[src/rtl/regfile_write_arbiter.sv]
// Two-requester register-file write arbiter with a per-register busy scoreboard.
// Define REGARB_ROUND_ROBIN_EN for round-robin ties; otherwise requester 0 wins ties.
module regfile_write_arbiter #(
    parameter int DATA_W = 32,
    parameter int ADDR_W = 5
) (
    input  logic              clk,
    input  logic              reset,
    input  logic              req0_valid,
    input  logic [ADDR_W-1:0] req0_addr,
    input  logic [DATA_W-1:0] req0_data,
    output logic              req0_ready,
    input  logic              req1_valid,
    input  logic [ADDR_W-1:0] req1_addr,
    input  logic [DATA_W-1:0] req1_data,
    output logic              req1_ready,
    input  logic              reserve_valid,
    input  logic [ADDR_W-1:0] reserve_addr,
    input  logic [ADDR_W-1:0] rs_addr,
    input  logic [ADDR_W-1:0] rt_addr,
    output logic              rs_busy,
    output logic              rt_busy,
    output logic              stall,
    output logic              wr_en,
    output logic [ADDR_W-1:0] wr_addr,
    output logic [DATA_W-1:0] wr_data
);

    localparam int NREG = 1 << ADDR_W;

    logic              grant0;
    logic              grant1;
    logic              accept;
    logic [ADDR_W-1:0] acc_addr;
    logic [DATA_W-1:0] acc_data;

    logic              wr_en_q,   wr_en_d;
    logic [ADDR_W-1:0] wr_addr_q, wr_addr_d;
    logic [DATA_W-1:0] wr_data_q, wr_data_d;
    logic [NREG-1:0]   busy_q,    busy_d;

`ifdef REGARB_ROUND_ROBIN_EN
    // 1 means requester 1 was granted most recently, so requester 0 wins the next tie.
    logic last_grant_q, last_grant_d;
`endif

    always_comb begin
        grant0 = 1'b0;
        grant1 = 1'b0;
        if (!reset) begin
            if (req0_valid && req1_valid) begin
`ifdef REGARB_ROUND_ROBIN_EN
                if (last_grant_q) begin
                    grant0 = 1'b1;
                end else begin
                    grant1 = 1'b1;
                end
`else
                grant0 = 1'b1;
`endif
            end else begin
                grant0 = req0_valid;
                grant1 = req1_valid;
            end
        end
    end

    assign accept   = grant0 | grant1;
    assign acc_addr = grant1 ? req1_addr : req0_addr;
    assign acc_data = grant1 ? req1_data : req0_data;

    always_comb begin
        wr_en_d   = accept && (acc_addr != '0);
        wr_addr_d = accept ? acc_addr : wr_addr_q;
        wr_data_d = accept ? acc_data : wr_data_q;
    end

    // Reserve is applied after the clear so a same-edge reserve of the written register keeps it busy.
    always_comb begin
        busy_d = busy_q;
        if (accept && (acc_addr != '0)) begin
            busy_d[acc_addr] = 1'b0;
        end
        if (reserve_valid && (reserve_addr != '0)) begin
            busy_d[reserve_addr] = 1'b1;
        end
        busy_d[0] = 1'b0;
    end

`ifdef REGARB_ROUND_ROBIN_EN
    always_comb begin
        last_grant_d = accept ? grant1 : last_grant_q;
    end
`endif

    always_ff @(posedge clk) begin
        if (reset) begin
            wr_en_q   <= 1'b0;
            wr_addr_q <= '0;
            wr_data_q <= '0;
            busy_q    <= '0;
`ifdef REGARB_ROUND_ROBIN_EN
            last_grant_q <= 1'b1;
`endif
        end else begin
            wr_en_q   <= wr_en_d;
            wr_addr_q <= wr_addr_d;
            wr_data_q <= wr_data_d;
            busy_q    <= busy_d;
`ifdef REGARB_ROUND_ROBIN_EN
            last_grant_q <= last_grant_d;
`endif
        end
    end

    assign req0_ready = grant0;
    assign req1_ready = grant1;

    // A write accepted just before reset must never reach the register file.
    assign wr_en   = wr_en_q & ~reset;
    assign wr_addr = wr_addr_q;
    assign wr_data = wr_data_q;

    assign rs_busy = busy_q[rs_addr];
    assign rt_busy = busy_q[rt_addr];
    assign stall   = rs_busy | rt_busy;

endmodule

[config.mk]
export PLATFORM = sky130hd
export DESIGN_NAME = regfile_write_arbiter
export DESIGN_NICKNAME = d
export VERILOG_FILES = /design/src/rtl/regfile_write_arbiter.sv
export SDC_FILE = /design/constraint.sdc
export NUM_CORES = 1
export LEC_CHECK = 0
export BUFFER_PORTS_ARGS = -buffer_cell sky130_fd_sc_hd__buf_2
export CAP_MARGIN = 30
export CORE_MARGIN = 1.5
export CORE_UTILIZATION = 45
export DETAILED_ROUTE_END_ITERATION = 10
export PLACE_DENSITY = 0.79
export SLEW_MARGIN = 10
export SYNTH_ARGS = -nofsm -noshare
export SYNTH_HDL_FRONTEND = slang
export SYNTH_SLANG_ARGS = --single-unit
[constraint.sdc]
create_clock -name clk -period 4 [get_ports clk]
set_input_delay 0.6 -clock clk [delete_from_list [all_inputs] [get_ports clk]]
set_output_delay 0.6 -clock clk [all_outputs]
set_load 0.01 [all_outputs]
Word-level counts from Yosys, hierarchy flattened
Index checks and enable logic that the tools add are counted.
{"block": "word_totals", "word_cells": 41, "reg_bits": 70, "out_inout_bits": 43, "input_bits": 94}
{"block": "classes", "muxes": 16, "reduce_logical": 7, "bitwise_logic": 7, "order_cmp": 6}
{"operator": "32-bit two-way mux", "n": 3}
{"operator": "32-bit bitwise AND", "n": 1}
{"operator": "32-bit inverter", "n": 1}
{"operator": "32-bit bitwise OR", "n": 1}
{"operator": "5-bit by 6-bit less-than comparator with 1-bit output (second input constant)", "n": 4}
{"operator": "1-bit binary-select mux with 5-bit select", "n": 2}
{"operator": "1-bit demux with 5-bit select", "n": 2}
{"operator": "5-bit by 1-bit greater-or-equal comparator with 1-bit output (second input constant)", "n": 2}
{"operator": "5-bit nonzero test", "n": 2}
{"operator": "1-bit two-way mux", "n": 8}
{"operator": "1-bit logical AND", "n": 5}
{"operator": "5-bit two-way mux", "n": 1}
{"operator": "1-bit bitwise OR", "n": 2}
{"operator": "1-bit bitwise AND", "n": 1}
{"operator": "1-bit inverter", "n": 1}

Longest topological paths before layout
{"block": "logic_depth", "depth_word": 13, "depth_mapped": 6, "ltp_nobuf": 5}

Worst setup path before layout
OpenSTA, ideal clock, no wires.
{"block": "synth_path", "path_kind": "in2out", "from": "input port rs_addr[1]", "to": "output port stall", "cell_stages": 6, "path_buffers": 1, "slack_ns": 0.846, "required_time_ns": 3.400, "arrival_time_ns": 2.554, "path_cell_list": "buf_6 -> mux4_1 -> nand4b_1 -> nand4_1 -> or4b_4 -> or4b_1"}
{"block": "synth_via", "elab_chain_len": 3}
{"item": "start: declaration", "line": "19", "rtl": "input logic [ADDR_W-1:0] rs_addr,"}
{"item": "1-bit binary-select mux with 5-bit select", "line": "124", "rtl": "assign rs_busy = busy_q[rs_addr];"}
{"item": "1-bit two-way mux (not written as such)", "line": "124"}
{"item": "named net rs_busy", "line": "21", "rtl": "output logic rs_busy,"}
{"item": "1-bit bitwise OR", "line": "126", "rtl": "assign stall = rs_busy | rt_busy;"}
{"item": "end: declaration", "line": "23", "rtl": "output logic stall,"}
The timed path passes the listed nets, and every way through them passes these cells. The select of a mux whose other input is x is not followed.

Worst setup path after layout
{"block": "layout_path", "from": "input port rs_addr[1]", "to": "output port stall"}
{"block": "layout_via", "elab_chain_len": 3}
{"item": "1-bit binary-select mux with 5-bit select", "line": "124"}
{"item": "1-bit two-way mux (not written as such)", "line": "124"}
{"item": "1-bit bitwise OR", "line": "126"}
Every way passes these cells. The select of a mux whose other input is x is not followed.

==> metrics.md <==
| Metric | Value |
|---|---|
| Outcome | `finished, final reports clean` |
| Crit end category | `output port` |
| Final hold viol count | `0` |
| CP max-delay cell | `or4b_4` |
| Synth Area in Simple Gates | `0.2318` |
| Synth-to-Final Area Change | `25.20%` |
| Hold_buf cts | `0` |
| # IOs | `roughly 140` |
| Ys flop type | `dfxtp_1` |
| CP max stage delay | `about 0.54 ns` |
| H-tree Lvls | `3` |
| Total power | `between 1500 and 2000 µW` |
| PortBufs | `roughly 140` |
| Period utilization | `0.8461` |
| Leakage | `0.002098 µW` |
| Routed WL per cell | `16.05 µm` |
| Antenna violations before repair | `0` |
| Clock Sinks | `a little under 70` |
| Synth Cell Area | `approximately 0.0037 mm²` |
| EDFF count, synth | `0` |
| Post-synth ARST share | `0` |
| Most used cell, CP | `buf_2` |
| Crit path kind | `in -> out` |
| Mux share of post-synthesis cell area | `0.2042` |
| CTS Buffer Depth | `2` |
| CTS root buf | `clkbuf_8` |
| Fmax | `295.5 MHz` |
| Initial DRC count | `around 280` |
| Crit path launch type | `input pin` |
| Power Density | `roughly 350 mW/mm²` |
| Total wire length | `approximately 11000 µm` |
| Row cnt | `32` |
| Placed Area | `~0.0044 mm²` |
| FF+latch count, synth | `69` |
| DP HPWL | `between 7000 and 8000 µm` |
| Maximum vdd drop | `between 0.00015 and 0.0002 V` |
| Clock Skew | `0 ns` |
| Layout cells sized above 1 | `0.3066` |
| Arr. time, crit path | `2.78 ns` |
| CP Data Required Time | `3.40 ns` |
| Most common cell after layout, fill and taps aside | `buf_2` |
| Adder-cell share of the synthesized area | `0` |
| Synth Area in Compound Gates | `0.1543` |
| Worst path cell trace | `buf_2 -> mux2_2 -> a221oi_1 -> nor4_1 -> or4b_4 -> or4b_1 -> buf_2` |
| Most frequent cells in the layout | `buf_2 (137), nor2_1 (75), dfxtp_1 (69)` |
| Hold Crit Class | `in -> reg` |
| Antenna Cells | `0` |
| Core area | `0.007848 mm²` |
| Ys Warns | `0` |
| PnR worst setup slack | `approximately 0.62 ns` |
| Clock slew at reported path FFs | `0.07 ns` |
| Initial core utilization | `0.4732` |
| Avg Cell Area, Syn | `around 8.5 µm²` |
| Worst Tran Pin Value | `about 0.75 ns` |
| Total vias in the final route | `3745` |
| Worst-skew pair later-pin latency | `~0.35 ns` |
| Routed Antenna Nets | `0` |
| Final instance area | `0.004649 mm²` |
| Aggregate global-route resource usage | `0.2472` |
| Nets | `between 600 and 700` |
| Final Core Density | `0.5925` |
| Cells after Synth | `around 440` |
| Setup Viol. Count Final | `0` |
| Average vias per placed instance | `~5.6` |
| Syn nets | `529` |
| Fill count | `about 740` |
| Post-CTS Setup Bufs | `0` |
| Pre-CTS WS | `around 0.61 ns` |
| Die height | `between 90 and 100 µm` |
| Minimum clock period | `3.384 ns` |
| Max-slew headroom | `0.4984` |
| Final slew viol count | `0` |
| Distinct cell type count after synthesis | `36` |
| First-pass GRT wire length | `17040 µm` |
| Largest family of logic cells by synthesized area | `simple AND/OR/NAND/NOR gates` |
| Max capacitance violation total | `0` |
| DR DRC count | `0` |
| Routability congestion estimate | `0.7952` |
| CTS Buf Count | `9` |
| RSZ-0062 raised after global routing | `no` |
| Post-CTS sizing | `0` |
| Die ar. | `0.008806 mm²` |
| CTS tree | `done` |
| Largest net degree at the start of global routing | `78` |
| Vias in the first global route | `3670` |
| GR Overflow Total | `0` |
| Die W | `93.84 µm` |
| CP max FO | `9` |
| TritonRoute pass-1 iters | `5` |
| Setup TNS | `0 ns` |
| Sequential area share after synthesis | `0.3720` |
| Post-synthesis xor/xnor area fraction | `0` |
sequential cells by signal (all words and copies together) (netlist names):
name and count:
wr_en_q 1, wr_addr 5, busy_q 31, wr_data 32
power by group:
group	leakage [µW]	switching (µW)	internal [µW]
Sequential	0.000565	15.8	717
Clock	0.000116	266	383
Combinational	0.00142	146	114
synth_stat cells, drive strengths merged (7+ instances only):
cell type | number | share of area
a21oi | 43 | 0.058
nand2 | 11 | 0.011
mux4 | 14 | 0.092
o21ai | 55 | 0.074
nand3 | 18 | 0.024
nor2b | 32 | 0.054
clkbuf | 18 | 0.018
nor2 | 75 | 0.076
nand2b | 8 | 0.013
nand4 | 7 | 0.012
dfxtp | 69 | 0.37
buf | 13 | 0.018
mux2i | 36 | 0.097
metrics by stage:
stage               std cells  hold slack (ns)
floorplan                 435           0.4589
detailed placement        647           0.4930
finish                    663           0.4718
CTS                       663           0.4674
global route              663           0.4777
global placement          646           0.4867
cell families (layout without fill, tap and decap cells):
family,after synthesis,in the layout
flip-flops,69,69
multiplexers,55,55
AND/OR/NAND/NOR,170,170
buffers and inverters,33,159
AO/OA/AOI/OAI,108,108
routing by layer:
metal / GRT usage / vias to the layer above / wire, µm
met5: 0 / - / 0
met2: 0.4330 / 179 / 5412
li1: - / 1791 / -
met1: 0.2838 / 1759 / 4129
met3: 0.06958 / 16 / 883
met4: 0.09577 / 0 / 219
worst paths after layout:
path,slack (ns),depth (start not counted),startpoint,endpoint
setup / recovery,0.62,7,rs_addr[1],stall
hold / removal,0.47,3,req0_data[18],wr_data[18]
setup reg to reg,3.15,4,wr_data[8],wr_data[8]
hold reg to reg,0.50,2,wr_addr[4],wr_addr[4]
final cells by class:
cell class / count / area [µm²] / area share
tap: 102 / 127.6 / 0.02745
clock inverter: 4 / 70.07 / 0.01507
timing repair buffer: 141 / 715.7 / 0.1539
clock buffer: 12 / 155.1 / 0.03337
inverter: 2 / 7.507 / 0.001615
sequential: 69 / 1381 / 0.2971
multi-input combinational: 333 / 2192 / 0.4715
worst max-delay path: cells and delay by family:
kind / cells / cell delay, ns
AND/OR/NAND/NOR: 3 / 1.13
buffers and inverters: 2 / 0.36
multiplexers: 1 / 0.37
AO/OA/AOI/OAI: 1 / 0.32
Note: power is estimated with default switching activity, not from simulation.
